$ cat src/rtl/full_st0_error_tx_pkg.sv
// Shared types and widths for the stage-0 error transmit path.
// Frame-length and phase widths must stay in step with the stage-0 receiver.
package full_st0_error_tx_pkg;

  typedef logic [31:0] float_24_8;

  localparam int FRAME_LEN_W = 4;
  localparam int PHASE_W     = 2;

endpackage

$ cat src/rtl/full_sync_fifo.sv
// Show-ahead synchronous FIFO with flush; the head word is visible while not empty.
// Shared by the stage controllers.
module full_sync_fifo #(
  parameter int DEPTH = 4,
  parameter int AW    = 2,
  parameter int DW    = 32
) (
  input  logic          clk,
  input  logic          reset,
  input  logic          flush,
  input  logic          wr_en,
  input  logic [DW-1:0] wr_data,
  input  logic          rd_en,
  output logic [DW-1:0] rd_data,
  output logic          full,
  output logic          empty,
  output logic [AW:0]   level
);

  localparam logic [AW:0]   LVL_FULL = (AW+1)'(DEPTH);
  localparam logic [AW:0]   LVL_ONE  = (AW+1)'(1);
  localparam logic [AW-1:0] PTR_ONE  = AW'(1);

  logic [DW-1:0] ram [DEPTH];
  logic [AW-1:0] wr_ptr_q, wr_ptr_d;
  logic [AW-1:0] rd_ptr_q, rd_ptr_d;
  logic [AW:0]   level_q, level_d;
  logic          push;
  logic          pop;

  assign full  = (level_q == LVL_FULL);
  assign empty = (level_q == '0);
  assign level = level_q;
  assign push  = wr_en & ~full;
  assign pop   = rd_en & ~empty;

  // Mask the head when empty so the output reads zero after reset/flush.
  assign rd_data = empty ? '0 : ram[rd_ptr_q];

  always_comb begin
    wr_ptr_d = wr_ptr_q;
    rd_ptr_d = rd_ptr_q;
    level_d  = level_q;
    if (flush) begin
      wr_ptr_d = '0;
      rd_ptr_d = '0;
      level_d  = '0;
    end else begin
      if (push) wr_ptr_d = wr_ptr_q + PTR_ONE;
      if (pop)  rd_ptr_d = rd_ptr_q + PTR_ONE;
      if (push && !pop)      level_d = level_q + LVL_ONE;
      else if (pop && !push) level_d = level_q - LVL_ONE;
    end
  end

  always_ff @(posedge clk or posedge reset) begin
    if (reset) begin
      wr_ptr_q <= '0;
      rd_ptr_q <= '0;
      level_q  <= '0;
    end else begin
      wr_ptr_q <= wr_ptr_d;
      rd_ptr_q <= rd_ptr_d;
      level_q  <= level_d;
    end
  end

  always_ff @(posedge clk) begin
    if (push && !flush) ram[wr_ptr_q] <= wr_data;
  end

endmodule

$ cat src/rtl/full_st0_error_tx.sv
// Stage-0 error transmitter: buffers error words and emits them as framed
// valid/ready bursts with first-word flag, word index and frame phase.
module full_st0_error_tx
  import full_st0_error_tx_pkg::*;
#(
  parameter int DEPTH = 4,
  parameter int AW    = 2
) (
  input  logic                   clk,
  input  logic                   reset,
  input  logic                   flush,
  input  logic [FRAME_LEN_W-1:0] frame_length,
  input  float_24_8              err_in,
  input  logic                   err_in_vld,
  output logic                   err_in_rdy,
  output float_24_8              stage_0_error,
  output logic                   stage_0_error_vld,
  output logic                   stage_0_error_fst,
  input  logic                   stage_0_error_rdy,
  output logic [FRAME_LEN_W-1:0] tx_count,
  output logic [PHASE_W-1:0]     tx_phase,
  output logic                   frame_done,
  output logic [AW:0]            fifo_level
);

  localparam logic [FRAME_LEN_W-1:0] CNT_ONE   = FRAME_LEN_W'(1);
  localparam logic [PHASE_W-1:0]     PHASE_ONE = PHASE_W'(1);

  logic                   fifo_full;
  logic                   fifo_empty;
  logic                   push;
  logic                   pop;
  logic [FRAME_LEN_W-1:0] cur_len;
  logic [FRAME_LEN_W-1:0] tx_count_q, tx_count_d;
  logic [FRAME_LEN_W-1:0] len_q, len_d;
  logic [PHASE_W-1:0]     tx_phase_q, tx_phase_d;
  logic                   frame_done_q, frame_done_d;

  assign err_in_rdy        = ~fifo_full;
  assign stage_0_error_vld = ~fifo_empty;
  assign push              = err_in_vld & err_in_rdy;
  assign pop               = stage_0_error_vld & stage_0_error_rdy;
  assign stage_0_error_fst = stage_0_error_vld & (tx_count_q == '0);

  full_sync_fifo #(
    .DEPTH (DEPTH),
    .AW    (AW),
    .DW    (32)
  ) u_fifo (
    .clk     (clk),
    .reset   (reset),
    .flush   (flush),
    .wr_en   (push),
    .wr_data (err_in),
    .rd_en   (pop),
    .rd_data (stage_0_error),
    .full    (fifo_full),
    .empty   (fifo_empty),
    .level   (fifo_level)
  );

  // Word 0 sees the live length; the rest of the frame uses the latched copy.
  assign cur_len = (tx_count_q == '0) ? frame_length : len_q;

  always_comb begin
    tx_count_d   = tx_count_q;
    len_d        = len_q;
    tx_phase_d   = tx_phase_q;
    frame_done_d = 1'b0;
    if (flush) begin
      tx_count_d = '0;
      len_d      = '0;
    end else if (pop) begin
      if (tx_count_q == '0) len_d = frame_length;
      if (tx_count_q == cur_len) begin
        tx_count_d   = '0;
        frame_done_d = 1'b1;
        tx_phase_d   = tx_phase_q + PHASE_ONE;
      end else begin
        tx_count_d = tx_count_q + CNT_ONE;
      end
    end
  end

  // Phase survives flush so it stays aligned with the receiver.
  always_ff @(posedge clk or posedge reset) begin
    if (reset) begin
      tx_count_q   <= '0;
      len_q        <= '0;
      tx_phase_q   <= '0;
      frame_done_q <= 1'b0;
    end else begin
      tx_count_q   <= tx_count_d;
      len_q        <= len_d;
      tx_phase_q   <= tx_phase_d;
      frame_done_q <= frame_done_d;
    end
  end

  assign tx_count   = tx_count_q;
  assign tx_phase   = tx_phase_q;
  assign frame_done = frame_done_q;

endmodule

$ cat config.mk
export PLATFORM = sky130hd
export DESIGN_NAME = full_st0_error_tx
export DESIGN_NICKNAME = d
export VERILOG_FILES = /design/src/rtl/full_st0_error_tx_pkg.sv /design/src/rtl/full_sync_fifo.sv /design/src/rtl/full_st0_error_tx.sv
export SDC_FILE = /design/constraint.sdc
export NUM_CORES = 1
export LEC_CHECK = 0
export BUFFER_PORTS_ARGS = -buffer_cell sky130_fd_sc_hd__buf_4
export CORE_MARGIN = 5
export CORE_UTILIZATION = 60
export CTS_BUF_LIST = sky130_fd_sc_hd__clkbuf_2
export DETAILED_ROUTE_END_ITERATION = 6
export GPL_TIMING_DRIVEN = 0
export PLACE_DENSITY = 0.83
export SLEW_MARGIN = 25
export SYNTH_ARGS = -nofsm -noshare
export SYNTH_HDL_FRONTEND = slang
export SYNTH_SLANG_ARGS = --single-unit
$ cat constraint.sdc
create_clock -name clk -period 5.4 [get_ports clk]
set_clock_uncertainty 0.1 [all_clocks]
set_input_delay 0.54 -clock clk [delete_from_list [all_inputs] [get_ports clk]]
set_output_delay 0.54 -clock clk [all_outputs]
set_load 0.005 [all_outputs]
==> flow_summary.ini <==
[setup_path]
critPathMaxStageDelay_ns = 0.55
path_class = register to primary output
cp-end-kind = primary output
worst-path-buf-inv = 3
cp_max_fo = 10
path_cells = clkbuf_1 > buf_2 > mux4_2 > nor2b_1 > buf_4
path_delay_family = buffers and inverters
crit_required_ns = 4.76
cpMaxStageDelayCell = mux4_2
start_kind = register
arrival_ns = 2.70

[route]
routedWlPerCell_um = 18.30
antenna_left = 0
drtPass1Iterations = 4
drtIter0Drc = 154
viasPerCell = 5.390
drcViolationCount = 0
wirelength_mm = 11.26
vias = 3315

[timing]
period_share = 0.6188
hold_viol = 0
maxSlewViolCount = 0
rsz0062_at_grt = no
worst_pin_slew_ns = 1.011
setup_tns_ns = 0
setup_viol = 0
finalCriticalPeriod_ns = 3.342
fmax_mhz = 299.3
maxSlewHeadroom = 0.3200
timing.hold.ws_ns = 0.1664

[global_routing]
grt_usage = 0.2071
antenna_found_initial = 0
grt_max_degree = 20
grt_overflow_total = 0
grt_pass1_vias = 3526
grt_pass1_wl_mm = 18.25

[power]
fin_total_pwr_w = 0.003003
p_leak_nw = 2.723
switching_share = 0.3234
power.switching_w = 0.0009712
clockPowerShare = 0.184
intPower_w = 0.002032
power_density_mw_per_mm2 = 402.9
power_frac_comb = 0.361
p_seq_frac = 0.455
peakVddDrop_mv = 0.2810

[floorplan]
start_util = 0.6115
die_height_um = 109.6
fp.coreArea_mm2 = 0.009729
die_width_um = 109.6
die_area_mm2 = 0.01201
ioPinCount = 86
rows = 36

[synth]
syn_inst = 324
ys_warn_count = 0
synth_edf_count = 128
synth_area_mm2 = 0.005949
ys_async_sr_fraction = 0.1233
ys_seq_area_frac = 0.7218
avgSynthCellArea_um2 = 18.36
synth-seq-cells = 146
ys_types = 40
syn_nets = 372
synthFlopType = edfxtp_1

[clock_tree]
cts_buffers = 17
cts_tree = built
cts_resized = 0
clk_latency_ns = 0.66
htreeDepth = 4
cts_root_buf = clkbuf_2
path_clk_slew_ns = 0.23
cts.sinks = 146
cts_setup_buffers = 0
cts_buffer_depth = 2

[layout]
drive_gt1_frac = 0.3444
num_antenna_cells = 0
syn_to_final_growth_pct = 25.30
stdcell_count = 615
final_cell_mix = edfxtp_1, buf_4, dlygate4sd3_1, nor2b_1, mux4_2
design_area_mm2 = 0.007455
final_common_cell = edfxtp_1
n_fill_cell = 557
final_nets = 517

[placed_design]
place_area_mm2 = 0.006867
dpl.hpwl_mm = 7.185
placedCellCount = 545
gp_congestion = 0.7931
io_buffers = 84

[min_path]
hold_path_class = input port to register

[run_status]
outcome = finished, final reports clean

[job]
cap_violations = 0
power by group through the flow:
stage	clock network [W]	logic, W	registers, W
floorplan	0	0.000618	0.00138
global placement	0	0.00104	0.00139
detailed placement	0	0.00108	0.00139
CTS	0.000565	0.00110	0.00137
global route	0.000623	0.00119	0.00138
finish	0.000552	0.00108	0.00137
Yosys cell counts, types with 4 or more instances:
cell type / n / share of area
a21oi_1: 8 / 0.0067
and2_1: 4 / 0.0042
clkbuf_1: 12 / 0.0076
dfrtp_1: 18 / 0.076
edfxtp_1: 128 / 0.65
ha_1: 6 / 0.013
inv_1: 8 / 0.0050
mux4_2: 32 / 0.12
nand2_1: 14 / 0.0088
nand3_1: 7 / 0.0059
nor2_1: 8 / 0.0050
nor2b_1: 35 / 0.037
xor2_1: 6 / 0.0088
cells by family after synthesis:
logic type	after synthesis	share of synthesized area
simple gates	84	0.08412
mux	34	0.1245
flops	146	0.7218
compound gates	21	0.02482
fa+ha+maj	7	0.01598
xor+xnor	8	0.01178
buf+inv	24	0.01703
final timing paths:
| path | start | slack, ns | to | depth (start not counted) |
|---|---|---|---|---|
| max | u_fifo.rd_ptr_q[0] | 2.06 | stage_0_error[3] | 5 |
| min | flush | 0.17 | u_fifo.wr_ptr_q[1] | 2 |
| max reg2reg | u_fifo.level[0] | 2.86 | u_fifo.level[1] | 4 |
| min reg2reg | tx_phase[1] | 0.40 | tx_phase[1] | 1 |
| max in group asynchronous | reset | 4.32 | u_fifo.rd_ptr_q[1] | 3 |
| min in group asynchronous | reset | 0.43 | len_q[0] | 3 |
what timing repair did:
item,in CTS,in global routing
endpoints found under the hold margin,151,0
setup endpoints to repair,0,0
hold buffers,38,0
registers in the layout, summed over array words and instances (netlist names):
| name | cells |
|---|---|
| u_fifo.level | 3 |
| u_fifo.rd_ptr_q | 2 |
| u_fifo.ram | 128 |
| frame_done | 1 |
| tx_count | 4 |
| u_fifo.wr_ptr_q | 2 |
| tx_phase | 2 |
| len_q | 4 |
worst reg2reg max path, delay by kind of cell, from the launching register on:
family | cells | cell delay [ns]
compound gates | 2 | 1.10
fa+ha+maj | 1 | 0.43
flops | 1 | 0.50
simple gates | 1 | 0.35
metal layers:
metal / up-vias / track usage / share of wire
met5: - / 0 / 0
met4: 0 / 0.05521 / 0.0097
met3: 8 / 0.05931 / 0.059
met2: 102 / 0.3492 / 0.52
met1: 1654 / 0.2669 / 0.41
li1: 1551 / - / -
final cells by class:
class                           count  area (um2)  area share
Buffer                             16       71.32    0.009567
Clock buffer                       18       90.09     0.01208
Clock inverter                     14       117.6     0.01578
Inverter                            8       30.03    0.004028
Multi-Input combinational cell    154        1564      0.2098
Sequential cell                   146        4294      0.5760
Tap cell                          133       166.4     0.02232
Timing Repair Buffer              126        1121      0.1504
through the flow:
stage,setup slack [ns],utilization
floorplan,3.080,-
global placement,2.467,0.6934
detailed placement,2.728,0.7058
CTS,1.926,0.7662
global route,1.768,0.7662
finish,2.058,0.7662
No activity file was read; power rests on OpenSTA's default activity.
